**config.mk**
```make
export PLATFORM = sky130hd
export DESIGN_NAME = cpu_6502_interrupt_ctrl
export DESIGN_NICKNAME = d
export VERILOG_FILES = /design/src/rtl/cpu_6502_interrupt_ctrl.sv
export SDC_FILE = /design/constraint.sdc
export NUM_CORES = 1
export LEC_CHECK = 0
export CORE_AREA = 3 3 40 42
export CTS_CLUSTER_DIAMETER = 50
export CTS_CLUSTER_SIZE = 8
export DETAILED_ROUTE_END_ITERATION = 12
export DIE_AREA = 0 0 43 45
export PLACE_DENSITY = 0.74
export SYNTH_ARGS = -nofsm -noshare
export SYNTH_HDL_FRONTEND = slang
export SYNTH_SLANG_ARGS = --single-unit
```
**constraint.sdc**
```tcl
create_clock -name i_clk -period 2.7 [get_ports i_clk]
set_input_delay 0.675 -clock i_clk [delete_from_list [all_inputs] [get_ports i_clk]]
set_output_delay 0.675 -clock i_clk [all_outputs]
set_load 0.02 [all_outputs]
```
**src/rtl/cpu_6502_interrupt_ctrl.sv**
```systemverilog
// ---------------------------------------------------------------------------
// cpu_6502_interrupt_ctrl
//
// Interrupt and reset sequencing controller for a 6502-style core. It decides
// when the micro-sequencer runs the reset or hardware interrupt sequence,
// which vector is fetched, whether stack pushes are real writes, and which B
// bit value goes into the pushed status register.
//
// Ports
//   i_clk             core clock, all state updates on the rising edge
//   i_reset           synchronous active-high reset
//   i_irq_n           maskable interrupt request, level-sensitive, active-low
//   i_nmi_n           non-maskable interrupt, falling-edge-sensitive, active-low
//   i_flag_i          status register I (interrupt disable) flag
//   i_instr_boundary  pulse: sequencer is in its last step (MICRO_EXECUTE)
//   i_vector_fetch    pulse: sequencer is fetching the vector (LOAD_VECTOR)
//   o_init            reset sequence active
//   o_handle_irq      hardware IRQ/NMI sequence active
//   o_vector_addr     vector low-byte address, valid during i_vector_fetch
//   o_stack_write_en  0 turns stack pushes into reads (reset sequence)
//   o_push_b          B bit value for the pushed status register
//   o_nmi_ack         one-cycle pulse after the NMI vector was consumed
// ---------------------------------------------------------------------------
module cpu_6502_interrupt_ctrl (
    input  logic        i_clk,
    input  logic        i_reset,
    input  logic        i_irq_n,
    input  logic        i_nmi_n,
    input  logic        i_flag_i,
    input  logic        i_instr_boundary,
    input  logic        i_vector_fetch,
    output logic        o_init,
    output logic        o_handle_irq,
    output logic [15:0] o_vector_addr,
    output logic        o_stack_write_en,
    output logic        o_push_b,
    output logic        o_nmi_ack
);

    typedef enum logic [1:0] {
        RESET_SEQ = 2'd0,
        RUN       = 2'd1,
        IRQ_SEQ   = 2'd2,
        NMI_SEQ   = 2'd3
    } state_t;

    localparam logic [15:0] VEC_NMI   = 16'hFFFA;
    localparam logic [15:0] VEC_RESET = 16'hFFFC;
    localparam logic [15:0] VEC_IRQ   = 16'hFFFE;

    state_t r_state;
    state_t w_state_next;

    logic r_irq_q;
    logic r_nmi_q;
    logic r_nmi_q_prev;
    logic r_nmi_valid;   // r_nmi_q holds a real sample (not the reset value)
    logic r_nmi_armed;   // a real high level on NMI has been seen since reset
    logic r_nmi_pend;
    logic r_nmi_ack;

    logic w_nmi_edge;
    logic w_irq_req;
    logic w_nmi_vec_sel;
    logic w_nmi_consume;

    // A falling edge only counts once NMI has been observed high after reset,
    // so a line held low through reset does not fire on release.
    assign w_nmi_edge    = r_nmi_armed & r_nmi_q_prev & ~r_nmi_q;
    assign w_irq_req     = ~r_irq_q & ~i_flag_i;
    // The NMI vector wins in every non-reset state, which also implements the
    // hijack of an IRQ sequence or a BRK that is already under way.
    assign w_nmi_vec_sel = (r_state != RESET_SEQ) & r_nmi_pend;
    assign w_nmi_consume = i_vector_fetch & w_nmi_vec_sel;

    // NOTE: sequential state uses non-blocking assignments so every register
    // samples the pre-edge values, independent of statement order.
    always_ff @(posedge i_clk) begin
        if (i_reset) begin
            r_state <= RESET_SEQ;
        end else begin
            r_state <= w_state_next;
        end
    end

    always_ff @(posedge i_clk) begin
        if (i_reset) begin
            r_irq_q      <= 1'b1;
            r_nmi_q      <= 1'b1;
            r_nmi_q_prev <= 1'b1;
            r_nmi_valid  <= 1'b0;
            r_nmi_armed  <= 1'b0;
            r_nmi_pend   <= 1'b0;
            r_nmi_ack    <= 1'b0;
        end else begin
            r_irq_q      <= i_irq_n;
            r_nmi_q      <= i_nmi_n;
            r_nmi_q_prev <= r_nmi_q;
            r_nmi_valid  <= 1'b1;
            r_nmi_armed  <= r_nmi_armed | (r_nmi_valid & r_nmi_q);
            r_nmi_ack    <= w_nmi_consume;
            // A new edge takes precedence over clearing, so an NMI arriving
            // while the previous vector is fetched is not lost.
            if (w_nmi_edge) begin
                r_nmi_pend <= 1'b1;
            end else if (w_nmi_consume) begin
                r_nmi_pend <= 1'b0;
            end
        end
    end

    // NOTE: every output of this block gets a default first, so no path can
    // leave a signal unassigned and infer a latch.
    always_comb begin
        w_state_next     = r_state;
        o_init           = 1'b0;
        o_handle_irq     = 1'b0;
        o_stack_write_en = 1'b1;
        o_push_b         = 1'b0;

        case (r_state)
            RESET_SEQ: begin
                o_init           = 1'b1;
                o_stack_write_en = 1'b0;
                if (i_instr_boundary) begin
                    w_state_next = RUN;
                end
            end
            RUN: begin
                o_push_b = 1'b1;
                if (i_instr_boundary) begin
                    if (r_nmi_pend) begin
                        w_state_next = NMI_SEQ;
                    end else if (w_irq_req) begin
                        w_state_next = IRQ_SEQ;
                    end
                end
            end
            IRQ_SEQ, NMI_SEQ: begin
                // Always return to RUN: one instruction runs between sequences.
                o_handle_irq = 1'b1;
                if (i_instr_boundary) begin
                    w_state_next = RUN;
                end
            end
            default: begin
                w_state_next = RESET_SEQ;
            end
        endcase
    end

    always_comb begin
        if (r_state == RESET_SEQ) begin
            o_vector_addr = VEC_RESET;
        end else if (r_nmi_pend) begin
            o_vector_addr = VEC_NMI;
        end else begin
            o_vector_addr = VEC_IRQ;
        end
    end

    assign o_nmi_ack = r_nmi_ack;

endmodule
```
==> metrics.yaml <==
outcome: "finished, final reports clean"
skew_ns: 0.00417
critPathRequiredTime_ns: 2.03
seq_area_frac_synth_pct: 41.1
cp_slowest_cell: "clkdlybuf4s50_1"
maxCapViolations: 0
irDropWorstVdd_mv: 0.272
syn_inst: 49
arrival_ns: 1.59
synth.largest_area_cell: "dfxtp_1"
final_area_um2: 542
place_area_um2: 515
drv_slew: 0
grt-ovfl-total: 0
antenna_found_initial: 0
hold_path_class: "flop to flop"
yosys-top-cells-area: "dfxtp_1 (41%), buf_4 (26%), or2_1 (4.3%)"
start_kind: "flop"
grt_pass1_vias: 234
seqPwrFrac_pct: 44.8
final_util_pct: 42.2
period_needed_ns: 2.27
gp_congestion: 0.701
wl_per_cell_um: 8.77
clockBufferDepth: 2
crit_buf_inv: 2
start_util_pct: 34.1
pwr-share-clk_pct: 31.6
post_cts_resized: 0
async_flop_share_pct: 0
wl_um: 675
leakage_nw: 0.246
syn_area_per_cell_um2: 8.94
p_int_mw: 0.230
critical_path.endpoint_type: "primary output"
hold_buffers: 0
setup_tns_ns: 0
vias: 315
ys_warn_count: 0
coreArea_um2: 1280
rows: 13
layout.nets: 70
io_buffers: 13
power_frac_comb_pct: 23.5
cts_setup_buffers: 0
avgViaCountPerCell: 4.09
synth_top_area_share_pct: 41.1
drt_iter0_drc: 4
fmax_mhz: 441
critPathMaxStageDelay_ns: 0.60
finalHoldViolations: 0
crit_chain: "or2_2 > inv_1 > clkdlybuf4s50_1"
io_pins: 28
crit_type: "flop to primary output"
clk_pin_slew_worst_paths_ns: 0.06
clk_latency_ns: 0.26
netSwitchingFraction_pct: 28.9
yosysMostFrequentCell: "buf_4"
root_buffer: "clkbuf_4"
grt_pass1_wl_um: 931
cts_tree: "done"
hold_ws_ns: 0.457
rsz0062_at_grt: "no"
setup_viol: 0
die_width_um: 43
clock_sinks: 9
drtPass1Iterations: 4
path_delay_family: "buffers and inverters"
synth_area_um2: 438
drive_gt1_share_pct: 8.06
place_hpwl_um: 525
area_delta_synth_final_pct: 23.7
synth-edff-count: 0
net-switching-power_mw: 0.0933
grt_use_total_pct: 7.62
pre_cts_slack_ns: 0.694
setup_slack_ns: 0.434
ant_nets: 0
h-tree-depth: 1
ys.flop_type: "dfxtp_1"
cts_made_buffers: 3
fp.dieH_um: 45
drc: 0
dieArea_um2: 1940
crit_fanout: 5
p_per_area_nw_per_um2: 596
yosys_register_bits: 9
finalCritPeriodShare_pct: 83.9
antenna_cells: 0
synth_common_cells: "buf_4 (15), dfxtp_1 (9), inv_1 (4)"
grt_max_degree: 9
synth_cell_types: 18
==> cell families after synthesis <==
family	after synthesis	share of synthesized area, %
compound gates	6	10.6
buf+inv	20	30.0
flops	9	41.1
other cells	2	1.71
simple gates	12	16.6
==> worst register-to-register path, stage by stage (launching register included) <==
cell and delay (ns):
dfxtp_1 0.37, or3b_1 0.36, a32o_2 0.22
==> state kept, by name, indices dropped and copies added (netlist names) <==
name	count
r_nmi_valid	1
o_nmi_ack	1
r_irq_q	1
r_nmi_pend	1
r_nmi_q	1
r_nmi_armed	1
r_state	2
r_nmi_q_prev	1
==> per-layer routing <==
| metal | part of all wire (%) | vias to the layer above | GRT usage (%) |
|---|---|---|---|
| met5 | 0 | - | 0 |
| met4 | 4.0 | 0 | 9.04 |
| met3 | 17 | 5 | 5.98 |
| met2 | 41 | 23 | 8.98 |
| met1 | 37 | 132 | 7.60 |
| li1 | - | 155 | - |
==> through the flow <==
step           instances  total power, mW
2_1_floorplan         61            0.211
3_3_place_gp          73            0.223
3_5_place_dp          73            0.224
4_1_cts               77            0.330
5_1_grt               77            0.342
6_report              77            0.323
==> final cells by class <==
type / count / area, um2
Clock buffer: 4 / 26.3
Fill cell: 144 / 743
Inverter: 4 / 15.0
Multi-Input combinational cell: 32 / 171
Sequential cell: 9 / 180
Tap cell: 15 / 18.8
Timing Repair Buffer: 13 / 130
==> cell usage in the layout, fill, tap and decap left out, types with 2 or more instances in the layout <==
master / instances
or3b_1: 2
nand2_1: 2
inv_1: 4
conb_1: 14
clkbuf_4: 3
clkdlybuf4s50_1: 13
a21oi_1: 2
dfxtp_1: 9
or2_1: 3
==> power by group through the flow <==
stage / registers [mW] / clock network (mW) / logic [mW]
2_1_floorplan: 0.147 / 0 / 0.0645
3_3_place_gp: 0.147 / 0 / 0.0751
3_5_place_dp: 0.148 / 0 / 0.0763
4_1_cts: 0.145 / 0.108 / 0.0766
5_1_grt: 0.146 / 0.115 / 0.0813
6_report: 0.145 / 0.102 / 0.0760
==> final timing paths <==
check,slack (ns),end,from,depth (start not counted)
setup / recovery,0.43,o_init,r_state[0]$_SDFFE_PP0P_,3
hold / removal,0.46,r_nmi_pend$_SDFFE_PP0P_,r_nmi_q_prev$_SDFF_PP1_,2
setup reg to reg,1.65,r_state[0]$_SDFFE_PP0P_,r_state[0]$_SDFFE_PP0P_,2
hold reg to reg,0.46,r_nmi_pend$_SDFFE_PP0P_,r_nmi_q_prev$_SDFF_PP1_,2
No activity file was read; power rests on OpenSTA's default activity.
